==> src/rtl/read_addr_hazard_gate_pkg.sv <==
// Shared types and constants for the read-after-write hazard gate.
// Holds the FSM state encoding, hazard-entry count and address width.
`ifndef ROW_BITS
`define ROW_BITS 14
`endif
`ifndef COL_BITS
`define COL_BITS 10
`endif
`ifndef BANK_BITS
`define BANK_BITS 3
`endif

package read_addr_hazard_gate_pkg;

    localparam int N_HAZ_ENTRIES = 8;
    localparam int DATA_W_DEF = `ROW_BITS + `COL_BITS + `BANK_BITS;

    typedef enum logic [1:0] {
        ST_IDLE,
        ST_CHECK,
        ST_STALL,
        ST_ISSUE
    } state_e;

endpackage

==> src/rtl/read_addr_hazard_gate_if.sv <==
// Read request and backend command handshakes of the hazard gate.
// master: requester/backend side; slave: the gate itself.
interface read_addr_hazard_gate_if
    import read_addr_hazard_gate_pkg::*;
#(
    parameter int DW = DATA_W_DEF
) ();

    logic          i_rd_valid;
    logic          o_rd_ready;
    logic [DW-1:0] i_rd_addr;
    logic          o_cmd_valid;
    logic          i_cmd_ready;
    logic [DW-1:0] o_cmd_addr;

    modport master (
        output i_rd_valid,
        output i_rd_addr,
        output i_cmd_ready,
        input  o_rd_ready,
        input  o_cmd_valid,
        input  o_cmd_addr
    );

    modport slave (
        input  i_rd_valid,
        input  i_rd_addr,
        input  i_cmd_ready,
        output o_rd_ready,
        output o_cmd_valid,
        output o_cmd_addr
    );

endinterface

==> src/rtl/read_addr_hazard_gate_raw_match_unit.sv <==
// Combinational 8-way RAW compare of a read address against pending writes.
// Ports: i_addr, i_entries ({valid,addr} per entry), i_empty, o_hit.
module raw_match_unit
    import read_addr_hazard_gate_pkg::*;
#(
    parameter int DW = DATA_W_DEF
) (
    input  logic [DW-1:0]                   i_addr,
    input  logic [N_HAZ_ENTRIES-1:0][DW:0]  i_entries,
    input  logic                            i_empty,
    output logic                            o_hit
);

    always_comb begin
        o_hit = 1'b0;
        for (int k = 0; k < N_HAZ_ENTRIES; k++) begin
            if (i_entries[k][DW] && (i_entries[k][DW-1:0] == i_addr)) begin
                o_hit = 1'b1;
            end
        end
        // An empty write FIFO means the snapshot is stale: nothing pending.
        if (i_empty) begin
            o_hit = 1'b0;
        end
    end

endmodule

==> src/rtl/read_addr_hazard_gate.sv <==
// Holds a read until no pending write targets its address, then issues it.
// Ports: i_clk/i_rst, bus (read req + cmd), write snapshot, stall/drain/count.
`ifndef ROW_BITS
`define ROW_BITS 14
`endif
`ifndef COL_BITS
`define COL_BITS 10
`endif
`ifndef BANK_BITS
`define BANK_BITS 3
`endif

module read_addr_hazard_gate
    import read_addr_hazard_gate_pkg::*;
#(
    parameter int DATA_WIDTH  = `ROW_BITS + `COL_BITS + `BANK_BITS,
    parameter int STALL_LIMIT = 32
) (
    input  logic                  i_clk,
    input  logic                  i_rst,
    read_addr_hazard_gate_if.slave bus,
    input  logic [DATA_WIDTH:0]   i_wr_addr_0,
    input  logic [DATA_WIDTH:0]   i_wr_addr_1,
    input  logic [DATA_WIDTH:0]   i_wr_addr_2,
    input  logic [DATA_WIDTH:0]   i_wr_addr_3,
    input  logic [DATA_WIDTH:0]   i_wr_addr_4,
    input  logic [DATA_WIDTH:0]   i_wr_addr_5,
    input  logic [DATA_WIDTH:0]   i_wr_addr_6,
    input  logic [DATA_WIDTH:0]   i_wr_addr_7,
    input  logic                  i_wfifo_empty,
    output logic                  o_stall,
    output logic                  o_drain_req,
    output logic [15:0]           o_hazard_cnt
);

    localparam int CW = $clog2(STALL_LIMIT + 1);
    localparam logic [CW-1:0] LIMIT = CW'(STALL_LIMIT);

    state_e                  state_q, state_d;
    logic [DATA_WIDTH-1:0]   addr_q, addr_d;
    logic [CW-1:0]           stall_cnt_q, stall_cnt_d;
    logic [15:0]             hazard_cnt_q, hazard_cnt_d;
    logic                    rd_ready_q, rd_ready_d;
    logic                    cmd_valid_q, cmd_valid_d;
    logic                    stall_q, stall_d;
    logic                    drain_q, drain_d;

    logic [N_HAZ_ENTRIES-1:0][DATA_WIDTH:0] entries;
    logic                                   hit;

    assign entries = {i_wr_addr_7, i_wr_addr_6, i_wr_addr_5, i_wr_addr_4,
                      i_wr_addr_3, i_wr_addr_2, i_wr_addr_1, i_wr_addr_0};

    raw_match_unit #(
        .DW(DATA_WIDTH)
    ) u_match (
        .i_addr   (addr_q),
        .i_entries(entries),
        .i_empty  (i_wfifo_empty),
        .o_hit    (hit)
    );

    always_comb begin
        state_d      = state_q;
        addr_d       = addr_q;
        stall_cnt_d  = stall_cnt_q;
        hazard_cnt_d = hazard_cnt_q;
        unique case (state_q)
            ST_IDLE: begin
                if (bus.i_rd_valid) begin
                    addr_d  = bus.i_rd_addr;
                    state_d = ST_CHECK;
                end
            end
            ST_CHECK: begin
                if (hit) begin
                    state_d = ST_STALL;
                    // Counter tracks STALL cycles spent, current one included.
                    stall_cnt_d = CW'(1);
                    if (hazard_cnt_q != 16'hFFFF) begin
                        hazard_cnt_d = hazard_cnt_q + 16'd1;
                    end
                end else begin
                    state_d = ST_ISSUE;
                end
            end
            ST_STALL: begin
                if (!hit) begin
                    state_d = ST_ISSUE;
                end else if (stall_cnt_q != LIMIT) begin
                    stall_cnt_d = stall_cnt_q + CW'(1);
                end
            end
            ST_ISSUE: begin
                if (bus.i_cmd_ready) begin
                    state_d = ST_IDLE;
                end
            end
            default: state_d = ST_IDLE;
        endcase

        // Outputs are registered from the next state.
        rd_ready_d  = (state_d == ST_IDLE);
        cmd_valid_d = (state_d == ST_ISSUE);
        stall_d     = (state_d == ST_STALL);
        drain_d     = (state_d == ST_STALL) && (stall_cnt_d == LIMIT);
    end

    always_ff @(posedge i_clk) begin
        if (i_rst) begin
            state_q      <= ST_IDLE;
            addr_q       <= '0;
            stall_cnt_q  <= '0;
            hazard_cnt_q <= '0;
            rd_ready_q   <= 1'b1;
            cmd_valid_q  <= 1'b0;
            stall_q      <= 1'b0;
            drain_q      <= 1'b0;
        end else begin
            state_q      <= state_d;
            addr_q       <= addr_d;
            stall_cnt_q  <= stall_cnt_d;
            hazard_cnt_q <= hazard_cnt_d;
            rd_ready_q   <= rd_ready_d;
            cmd_valid_q  <= cmd_valid_d;
            stall_q      <= stall_d;
            drain_q      <= drain_d;
        end
    end

    assign bus.o_rd_ready  = rd_ready_q;
    assign bus.o_cmd_valid = cmd_valid_q;
    assign bus.o_cmd_addr  = addr_q;
    assign o_stall         = stall_q;
    assign o_drain_req     = drain_q;
    assign o_hazard_cnt    = hazard_cnt_q;

endmodule
==> src/flat_wrapper.sv <==
// flat-port wrapper written by rule: the top's interface ports become plain ports
module read_addr_hazard_gate_flat import read_addr_hazard_gate_pkg::*;
#(
    parameter int DATA_WIDTH  = `ROW_BITS + `COL_BITS + `BANK_BITS,
    parameter int STALL_LIMIT = 32
)
  (i_clk, i_rst, i_wr_addr_0, i_wr_addr_1, i_wr_addr_2, i_wr_addr_3, i_wr_addr_4, i_wr_addr_5, i_wr_addr_6, i_wr_addr_7, i_wfifo_empty, o_stall, o_drain_req, o_hazard_cnt, bus_i_rd_valid, bus_i_rd_addr, bus_i_cmd_ready, bus_o_rd_ready, bus_o_cmd_valid, bus_o_cmd_addr);
  read_addr_hazard_gate_if bus_i ();
  input  logic i_clk;
  input  logic i_rst;
  input  logic [DATA_WIDTH:0] i_wr_addr_0;
  input  logic [DATA_WIDTH:0] i_wr_addr_1;
  input  logic [DATA_WIDTH:0] i_wr_addr_2;
  input  logic [DATA_WIDTH:0] i_wr_addr_3;
  input  logic [DATA_WIDTH:0] i_wr_addr_4;
  input  logic [DATA_WIDTH:0] i_wr_addr_5;
  input  logic [DATA_WIDTH:0] i_wr_addr_6;
  input  logic [DATA_WIDTH:0] i_wr_addr_7;
  input  logic i_wfifo_empty;
  output logic o_stall;
  output logic o_drain_req;
  output logic [15:0] o_hazard_cnt;
  input wire logic [$bits(bus_i.i_rd_valid)-1:0] bus_i_rd_valid;
  input wire logic [$bits(bus_i.i_rd_addr)-1:0] bus_i_rd_addr;
  input wire logic [$bits(bus_i.i_cmd_ready)-1:0] bus_i_cmd_ready;
  output wire logic [$bits(bus_i.o_rd_ready)-1:0] bus_o_rd_ready;
  output wire logic [$bits(bus_i.o_cmd_valid)-1:0] bus_o_cmd_valid;
  output wire logic [$bits(bus_i.o_cmd_addr)-1:0] bus_o_cmd_addr;
  assign bus_i.i_rd_valid = bus_i_rd_valid;
  assign bus_i.i_rd_addr = bus_i_rd_addr;
  assign bus_i.i_cmd_ready = bus_i_cmd_ready;
  assign bus_o_rd_ready = bus_i.o_rd_ready;
  assign bus_o_cmd_valid = bus_i.o_cmd_valid;
  assign bus_o_cmd_addr = bus_i.o_cmd_addr;
  read_addr_hazard_gate #(.DATA_WIDTH(DATA_WIDTH), .STALL_LIMIT(STALL_LIMIT)) u_core (.i_clk(i_clk), .i_rst(i_rst), .bus(bus_i), .i_wr_addr_0(i_wr_addr_0), .i_wr_addr_1(i_wr_addr_1), .i_wr_addr_2(i_wr_addr_2), .i_wr_addr_3(i_wr_addr_3), .i_wr_addr_4(i_wr_addr_4), .i_wr_addr_5(i_wr_addr_5), .i_wr_addr_6(i_wr_addr_6), .i_wr_addr_7(i_wr_addr_7), .i_wfifo_empty(i_wfifo_empty), .o_stall(o_stall), .o_drain_req(o_drain_req), .o_hazard_cnt(o_hazard_cnt));
endmodule
==> config.mk <==
export PLATFORM = sky130hd
export DESIGN_NAME = read_addr_hazard_gate_flat
export DESIGN_NICKNAME = d
export VERILOG_FILES = /design/src/rtl/read_addr_hazard_gate_pkg.sv /design/src/rtl/read_addr_hazard_gate_if.sv /design/src/rtl/read_addr_hazard_gate_raw_match_unit.sv /design/src/rtl/read_addr_hazard_gate.sv /design/src/flat_wrapper.sv
export SDC_FILE = /design/constraint.sdc
export NUM_CORES = 1
export LEC_CHECK = 0
export CAP_MARGIN = 10
export CORE_ASPECT_RATIO = 1.5
export CORE_MARGIN = 3
export CORE_UTILIZATION = 35
export CTS_BUF_LIST = sky130_fd_sc_hd__clkbuf_4 sky130_fd_sc_hd__clkbuf_8 sky130_fd_sc_hd__clkbuf_16
export CTS_CLUSTER_SIZE = 12
export DETAILED_ROUTE_END_ITERATION = 10
export PLACE_DENSITY = 0.81
export SLEW_MARGIN = 20
export SYNTH_ARGS = -nofsm -noshare
export SYNTH_HDL_FRONTEND = slang
export SYNTH_HIERARCHICAL = 1
export SYNTH_SLANG_ARGS = --single-unit
==> constraint.sdc <==
create_clock -name i_clk -period 2.6 [get_ports i_clk]
set_input_delay 0.39 -clock i_clk [delete_from_list [all_inputs] [get_ports i_clk]]
set_output_delay 0.39 -clock i_clk [all_outputs]
set_load 0.02 [all_outputs]
==> results of run 1 <==
## state kept, by name (all words and copies together) (netlist names)
register / cells
u_core/o_stall: 1
u_core/bus.o_cmd_addr: 27
u_core/bus.o_cmd_valid: 1
u_core/o_hazard_cnt: 16
u_core/o_drain_req: 1
u_core/state_q: 2
u_core/bus.o_rd_ready: 1
u_core/stall_cnt_q: 6
## path summary, 6_finish.rpt
check,from,endpoint,cells after the start
setup / recovery,i_wr_addr_1[25],u_core/o_hazard_cnt[6]$_SDFFE_PP0P_,14
hold / removal,u_core/o_hazard_cnt[8]$_SDFFE_PP0P_,u_core/o_hazard_cnt[8]$_SDFFE_PP0P_,2
setup reg to reg,u_core/bus.o_cmd_addr[12]$_SDFFE_PP0P_,u_core/o_hazard_cnt[6]$_SDFFE_PP0P_,13
hold reg to reg,u_core/o_hazard_cnt[8]$_SDFFE_PP0P_,u_core/o_hazard_cnt[8]$_SDFFE_PP0P_,2
## repair_timing
item                       4_1_cts  5_1_grt
buffers inserted                13        9
pin swaps                       41       25
cloned                           1        0
setup endpoints to repair       27       27
gates resized for setup         59       47
## cells in the mapped netlist (8+ instances only)
| library cell | number |
|---|---|
| buf_2 | 19 |
| a21oi_1 | 36 |
| buf_6 | 9 |
| nor2_1 | 28 |
| nand4_1 | 47 |
| xor2_1 | 80 |
| nand2_1 | 68 |
| clkbuf_1 | 8 |
| inv_1 | 9 |
| ha_1 | 8 |
| xnor2_1 | 141 |
| nor4_1 | 24 |
| nand3_1 | 9 |
| dfxtp_1 | 55 |
## power groups by stage
stage | combinational, mW | clock [mW] | sequential [mW]
after floorplan | 0.940 | 0 | 1.06
after global placement | 1.91 | 0 | 1.11
after detailed placement | 1.94 | 0 | 1.11
after CTS | 2.03 | 0.699 | 1.07
after global routing | 2.22 | 0.735 | 1.07
final | 2.12 | 0.686 | 1.07
## worst reg2reg max path, stage by stage, from the launching register on
cell and delay, ns:
dfxtp_4 0.38, buf_4 0.17, xnor2_1 0.23, nand4_1 0.19
or4_4 0.48, nor4_4 0.17, a41oi_2 0.09, a41oi_4 0.21
buf_6 0.17, buf_6 0.13, nand2_8 0.07, a21oi_4 0.24
nand4_2 0.14, mux2_4 0.32
## final cells by class
class,instances,area (µm²),share of cell area [%]
Timing Repair Buffer,434,4200,42.5
Inverter,10,37.5,0.380
Clock buffer,6,133,1.34
Multi-Input combinational cell,523,4080,41.3
Tap cell,192,240,2.43
Sequential cell,55,1170,11.8
Clock inverter,2,13.8,0.139
Antenna cell,4,10.0,0.101
## logic make-up (layout without fill, tap and decap cells)
logic type | after synthesis | after routing | synth area share (%)
xor+xnor | 222 | 222 | 37.9
flops | 55 | 55 | 21.4
simple gates | 219 | 219 | 23.3
buf+inv | 51 | 452 | 5.71
other cells | 0 | 4 | 0
mux | 4 | 4 | 0.922
compound gates | 70 | 70 | 8.93
fa+ha+maj | 8 | 8 | 1.94
## stage by stage
stage	instance area (µm²)	setup slack [ns]	hold slack, ns	total power [mW]
after floorplan	5330	-0.0729	0.479	2.00
after global placement	9210	-1.03	0.507	3.02
after detailed placement	9210	-1.09	0.519	3.05
after CTS	9640	-0.331	0.558	3.80
after global routing	9890	-0.568	0.584	4.03
final	9890	-0.490	0.553	3.87
## routing by layer
metal	vias up	track usage, %	share of wire, %
li1	2959	-	-
met1	3052	33.3	34
met2	394	57.6	51
met3	89	7.43	8.1
met4	4	20.3	6.9
met5	-	0	0.083
==> flow_summary.yaml, run 1 <==
status:
  status: "finished with violations"
  violations: "negative setup slack"
placed_design:
  dp_cells: 1195
  globalplace.congestion: 0.979
  dpl.hpwl_um: 21600
  numPortBuffers: 302
layout:
  final_common_cell: "clkdlybuf4s50_1"
  syn_to_final_growth_pct: 91.8
  stdcell_count: 1226
  fill_cells: 1064
  nets: 1293
  final_cell_mix: "clkdlybuf4s50_1 (273), xnor2_1 (126), buf_4 (110)"
  final_util_pct: 69.7
  final_layout_size_suffix_gt1_share_pct: 22.1
timing:
  hold_viol: 0
  report.final.slew_viol_count: 0
  worst_slack_ns: -0.490
  fin_worst_skew_ns: 0.00760
  period_needed_ns: 3.09
  fin_crit_sh_pct: 119
  grt_setup_unrepaired: "true"
  fin_tns_setup_ns: -9.38
  setup_violations: 27
  tightest_slew_ns: 0.751
  max_freq_mhz: 324
  relSlewSlack_pct: 49.9
power_and_ir_drop:
  clockPowerShare_pct: 17.7
  internal-power_mw: 2.45
  switchingPower_mw: 1.42
  power_density_mw_per_mm2: 391
  combinationalPowerShare_pct: 54.7
  p_leak_nw: 3.94
  switching_share_pct: 36.6
  ir_worst_vdd_v: 0.000389
  seqPwrFrac_pct: 27.6
critical_path:
  worstPathRequired_ns: 2.79
  start_kind: "input port"
  critPathTopFamily: "simple AND/OR/NAND/NOR gates"
  critPathMaxFanout: 5
  arrival_ns: 3.28
  critical_path_class: "in2reg"
  path_cells: "clkdlybuf4s50_1, xnor2_1, nand4_1, nor4_2, buf_4, nand4_1, and4_4, a41oi_4, buf_6, buf_6, nand2_8, a21oi_4, nand4_2, mux2_4"
  r2r_setup_slack_ns: -0.48
  slowest_delay_ns: 0.49
  cp-end-kind: "flop"
  cp_slowest_cell: "clkdlybuf4s50_1"
  crit_buf_inv: 4
synthesis:
  postSynth.asyncResetShare_pct: 0
  synth_seq_cells: 55
  syn_nets: 893
  netlist.top_cell.by_area: "xnor2_1"
  synth_warnings: 6
  synth.area.top_cells: "xnor2_1 (24%), dfxtp_1 (21%), xor2_1 (14%)"
  ys_types: 68
  synth_flop_cell: "dfxtp_1"
  synth_edf_count: 0
  synth_seq_area_share_pct: 21.4
  synthesis.area_mm2: 0.00515
  synthCells: 629
  synth.top_cell.area_share_pct: 24.0
  syn_avg_cell_area_um2: 8.19
routing:
  vias: 6498
  firstDrtPassIters: 5
  post-route-drc-count: 0
  avgRoutedWirePerCell_um: 22.6
  via_per_inst: 5.30
  routed_wirelength_um: 27700
  drtIter0Drc: 366
  postRouteAntennaNets: 0
floorplan:
  start_util_pct: 36.3
  core-area_mm2: 0.0142
  dieHeight_um: 155
  die_w_um: 105
  rows: 53
  dieArea_mm2: 0.0162
  ios: 303
job:
  maxCapViolCount: 0
global_route:
  overflow: 0
  grt_max_degree: 39
  antenna_found_initial: 6
  grt_pass1_wl_um: 39700
  gr-usage-all-layers_pct: 32.1
  grt_pass1_vias: 6750
clock_network:
  cts_sinks: 55
  clockBufferDepth: 2
  cts_tree: "done"
  cts_hold_buf: 0
  cts-htree-levels: 2
  root_buffer: "clkbuf_16"
  numCtsBuffers: 5
  clock_latency_ns: 0.29
  cts.clk_slew.worst_paths_ns: 0.07
min_path:
  hold_class: "reg2reg"
Note: power is estimated with default switching activity, not from simulation.
==> inputs of run 2 (changes only) <==
--- a/config.mk
+++ b/config.mk
@@ -8,11 +8,11 @@
 export CAP_MARGIN = 10
 export CORE_ASPECT_RATIO = 1.5
 export CORE_MARGIN = 3
-export CORE_UTILIZATION = 35
+export CORE_UTILIZATION = 39
 export CTS_BUF_LIST = sky130_fd_sc_hd__clkbuf_4 sky130_fd_sc_hd__clkbuf_8 sky130_fd_sc_hd__clkbuf_16
 export CTS_CLUSTER_SIZE = 12
 export DETAILED_ROUTE_END_ITERATION = 10
-export PLACE_DENSITY = 0.81
+export PLACE_DENSITY = 0.86
 export SLEW_MARGIN = 20
 export SYNTH_ARGS = -nofsm -noshare
 export SYNTH_HDL_FRONTEND = slang
==> constraint.sdc (replaced) <==
create_clock -name i_clk -period 2.85 [get_ports i_clk]
set_input_delay 0.4275 -clock i_clk [delete_from_list [all_inputs] [get_ports i_clk]]
set_output_delay 0.4275 -clock i_clk [all_outputs]
set_load 0.02 [all_outputs]
==> run 2 against run 1 <==
The flow still finishes with violations (negative setup slack). Cell count decreased by 5.1%. Hold slack lost 0.012 ns. Cell area decreased by 1.4%. Sequential cell count unchanged. Largest cell class is now multi-input combinational cells. Clock skew down 0.0023 ns. Register-to-register slack gained 0.07 ns. Clock power increased by 5.2%. Combinational power fell by 2%. Count of clock-buffer cells in the layout unchanged. Via count shrank 0.85%. Critical endpoint unchanged. First-iteration DRC count fell by 20%.
==> flow_summary.yaml, run 2 (same netlist as run 1, synthesis figures left out) <==
global_route:
  grt_pass1_vias: 6583
  gr-usage-all-layers_pct: 34.2
  overflow: 0
  grt_pass1_wl_um: 38100
  antenna_found_initial: 2
  grt_max_degree: 33
floorplan:
  dieArea_mm2: 0.0147
  core-area_mm2: 0.0127
  ios: 303
  start_util_pct: 40.6
  dieHeight_um: 147
  die_w_um: 99.9
  rows: 50
power_and_ir_drop:
  power.total_mw: 3.73
  ir_worst_vdd_v: 0.000482
  power_density_mw_per_mm2: 383
  p_leak_nw: 3.77
status:
  violations: "negative setup slack"
  status: "finished with violations"
timing:
  grt_setup_unrepaired: "true"
  whs_ns: 0.541
  hold_viol: 0
  setup_violations: 27
  relSlewSlack_pct: 59.7
  report.final.slew_viol_count: 0
  max_freq_mhz: 307
  fin_tns_setup_ns: -7.14
  fin_worst_skew_ns: 0.00525
  fin_crit_sh_pct: 114
  period_needed_ns: 3.26
  worst_slack_ns: -0.413
  tightest_slew_ns: 0.605
routing:
  avgRoutedWirePerCell_um: 23.7
  post-route-drc-count: 0
  vias: 6443
  postRouteAntennaNets: 0
  routed_wirelength_um: 27500
  drtIter0Drc: 291
  firstDrtPassIters: 7
  via_per_inst: 5.54
clock_network:
  cts-htree-levels: 2
  cts_hold_buf: 0
  cts_sinks: 55
  cts.clk_slew.worst_paths_ns: 0.07
  clockBufferDepth: 2
  clock_latency_ns: 0.29
  root_buffer: "clkbuf_16"
  numCtsBuffers: 5
  cts_tree: "done"
placed_design:
  dp_cells: 1131
  post-place-ws_ns: -0.841
  globalplace.congestion: 0.999
  placed_cell_area_mm2: 0.00896
  numPortBuffers: 302
  dpl.hpwl_um: 20600
critical_path:
  cp_slowest_cell: "dfxtp_2"
  path_cells: "buf_4, xnor2_1, nand4_1, nor4_1, nand4_1, and4_1, a41oi_2, buf_6, nand2_8, a21oi_4, nand4_2, mux2_4"
  critPathMaxFanout: 6
  cp-end-kind: "flop"
  start_kind: "flop"
  critPathTopFamily: "simple AND/OR/NAND/NOR gates"
  crit_top_cell: "nand4_1"
  crit_buf_inv: 2
  critical_path_class: "reg2reg"
  worstPathRequired_ns: 3.04
  arrival_ns: 3.45
  slowest_delay_ns: 0.47
min_path:
  hold_class: "reg2reg"
layout:
  syn_to_final_growth_pct: 89.2
  stdcell_count: 1164
  largest_reg_flops: 27
  final_common_cell: "clkdlybuf4s50_1"
  nets: 1271
  final_util_pct: 76.8
  final_layout_size_suffix_gt1_share_pct: 20.4
  diodes: 0
  final_cell_mix: "clkdlybuf4s50_1 (275), xnor2_1 (127), buf_4 (84)"
  fin_area_mm2: 0.00975
job:
  maxCapViolCount: 0
run 2: cell types whose count changed in the layout (fill, tap and decap cells not counted), sizes merged:
cell           change
buf               -22
bufinv             +1
clkdlybuf4s50      +2
clkinv             -1
diode              -4
dlygate4sd2        +8
dlymetal6s2s      -10
run 2: path summary, 6_finish.rpt:
path,depth (start not counted),to,slack (ns),startpoint
min reg2reg,2,u_core/o_hazard_cnt[8]$_SDFFE_PP0P_,0.54,u_core/o_hazard_cnt[8]$_SDFFE_PP0P_
max reg2reg,12,u_core/o_hazard_cnt[6]$_SDFFE_PP0P_,-0.41,u_core/bus.o_cmd_addr[1]$_SDFFE_PP0P_
min,2,u_core/o_hazard_cnt[8]$_SDFFE_PP0P_,0.54,u_core/o_hazard_cnt[8]$_SDFFE_PP0P_
max,12,u_core/o_hazard_cnt[6]$_SDFFE_PP0P_,-0.41,u_core/bus.o_cmd_addr[1]$_SDFFE_PP0P_
run 2: power by group:
| part | internal (mW) | switching [mW] | leakage, nW |
|---|---|---|---|
| logic | 1.10 | 0.984 | 3.22 |
| registers | 0.837 | 0.0928 | 0.458 |
| clock network | 0.438 | 0.284 | 0.0868 |
run 2: timing repair:
item / CTS / global route
setup buffers: 15 / 12
resized for setup: 80 / 42
hold endpoints to repair: 0 / 0
setup endpoints to repair: 27 / 27
pin swaps: 44 / 29
run 2: routing by layer:
layer / wire [µm] / part of all wire, % / GRT usage [%]
met5: 26 / 0.094 / 0
met3: 2810 / 10 / 10.0
met4: 1950 / 7.1 / 20.3
met1: 9250 / 34 / 34.7
met2: 13500 / 49 / 60.8
run 2: final cells by class:
type,instances,area (µm²)
Multi-Input combinational cell,523,4130
Timing Repair Buffer,412,4070
Fill cell,817,2950
Sequential cell,55,1150
Tap cell,156,195
Clock buffer,6,139
Inverter,10,37.5
Clock inverter,2,35.0
run 2: tightest hold or removal path, cell delays in order, from the launching register on:
cell and delay (ns):
dfxtp_1 0.36, nand2_1 0.08, a21oi_1 0.05
==> inputs of run 3 (changes only) <==
--- a/config.mk
+++ b/config.mk
@@ -5,7 +5,6 @@
 export SDC_FILE = /design/constraint.sdc
 export NUM_CORES = 1
 export LEC_CHECK = 0
-export CAP_MARGIN = 10
 export CORE_ASPECT_RATIO = 1.5
 export CORE_MARGIN = 3
 export CORE_UTILIZATION = 39
==> results of run 3 <==
The final DEF is identical to that of run 2; final timing and power are the same.
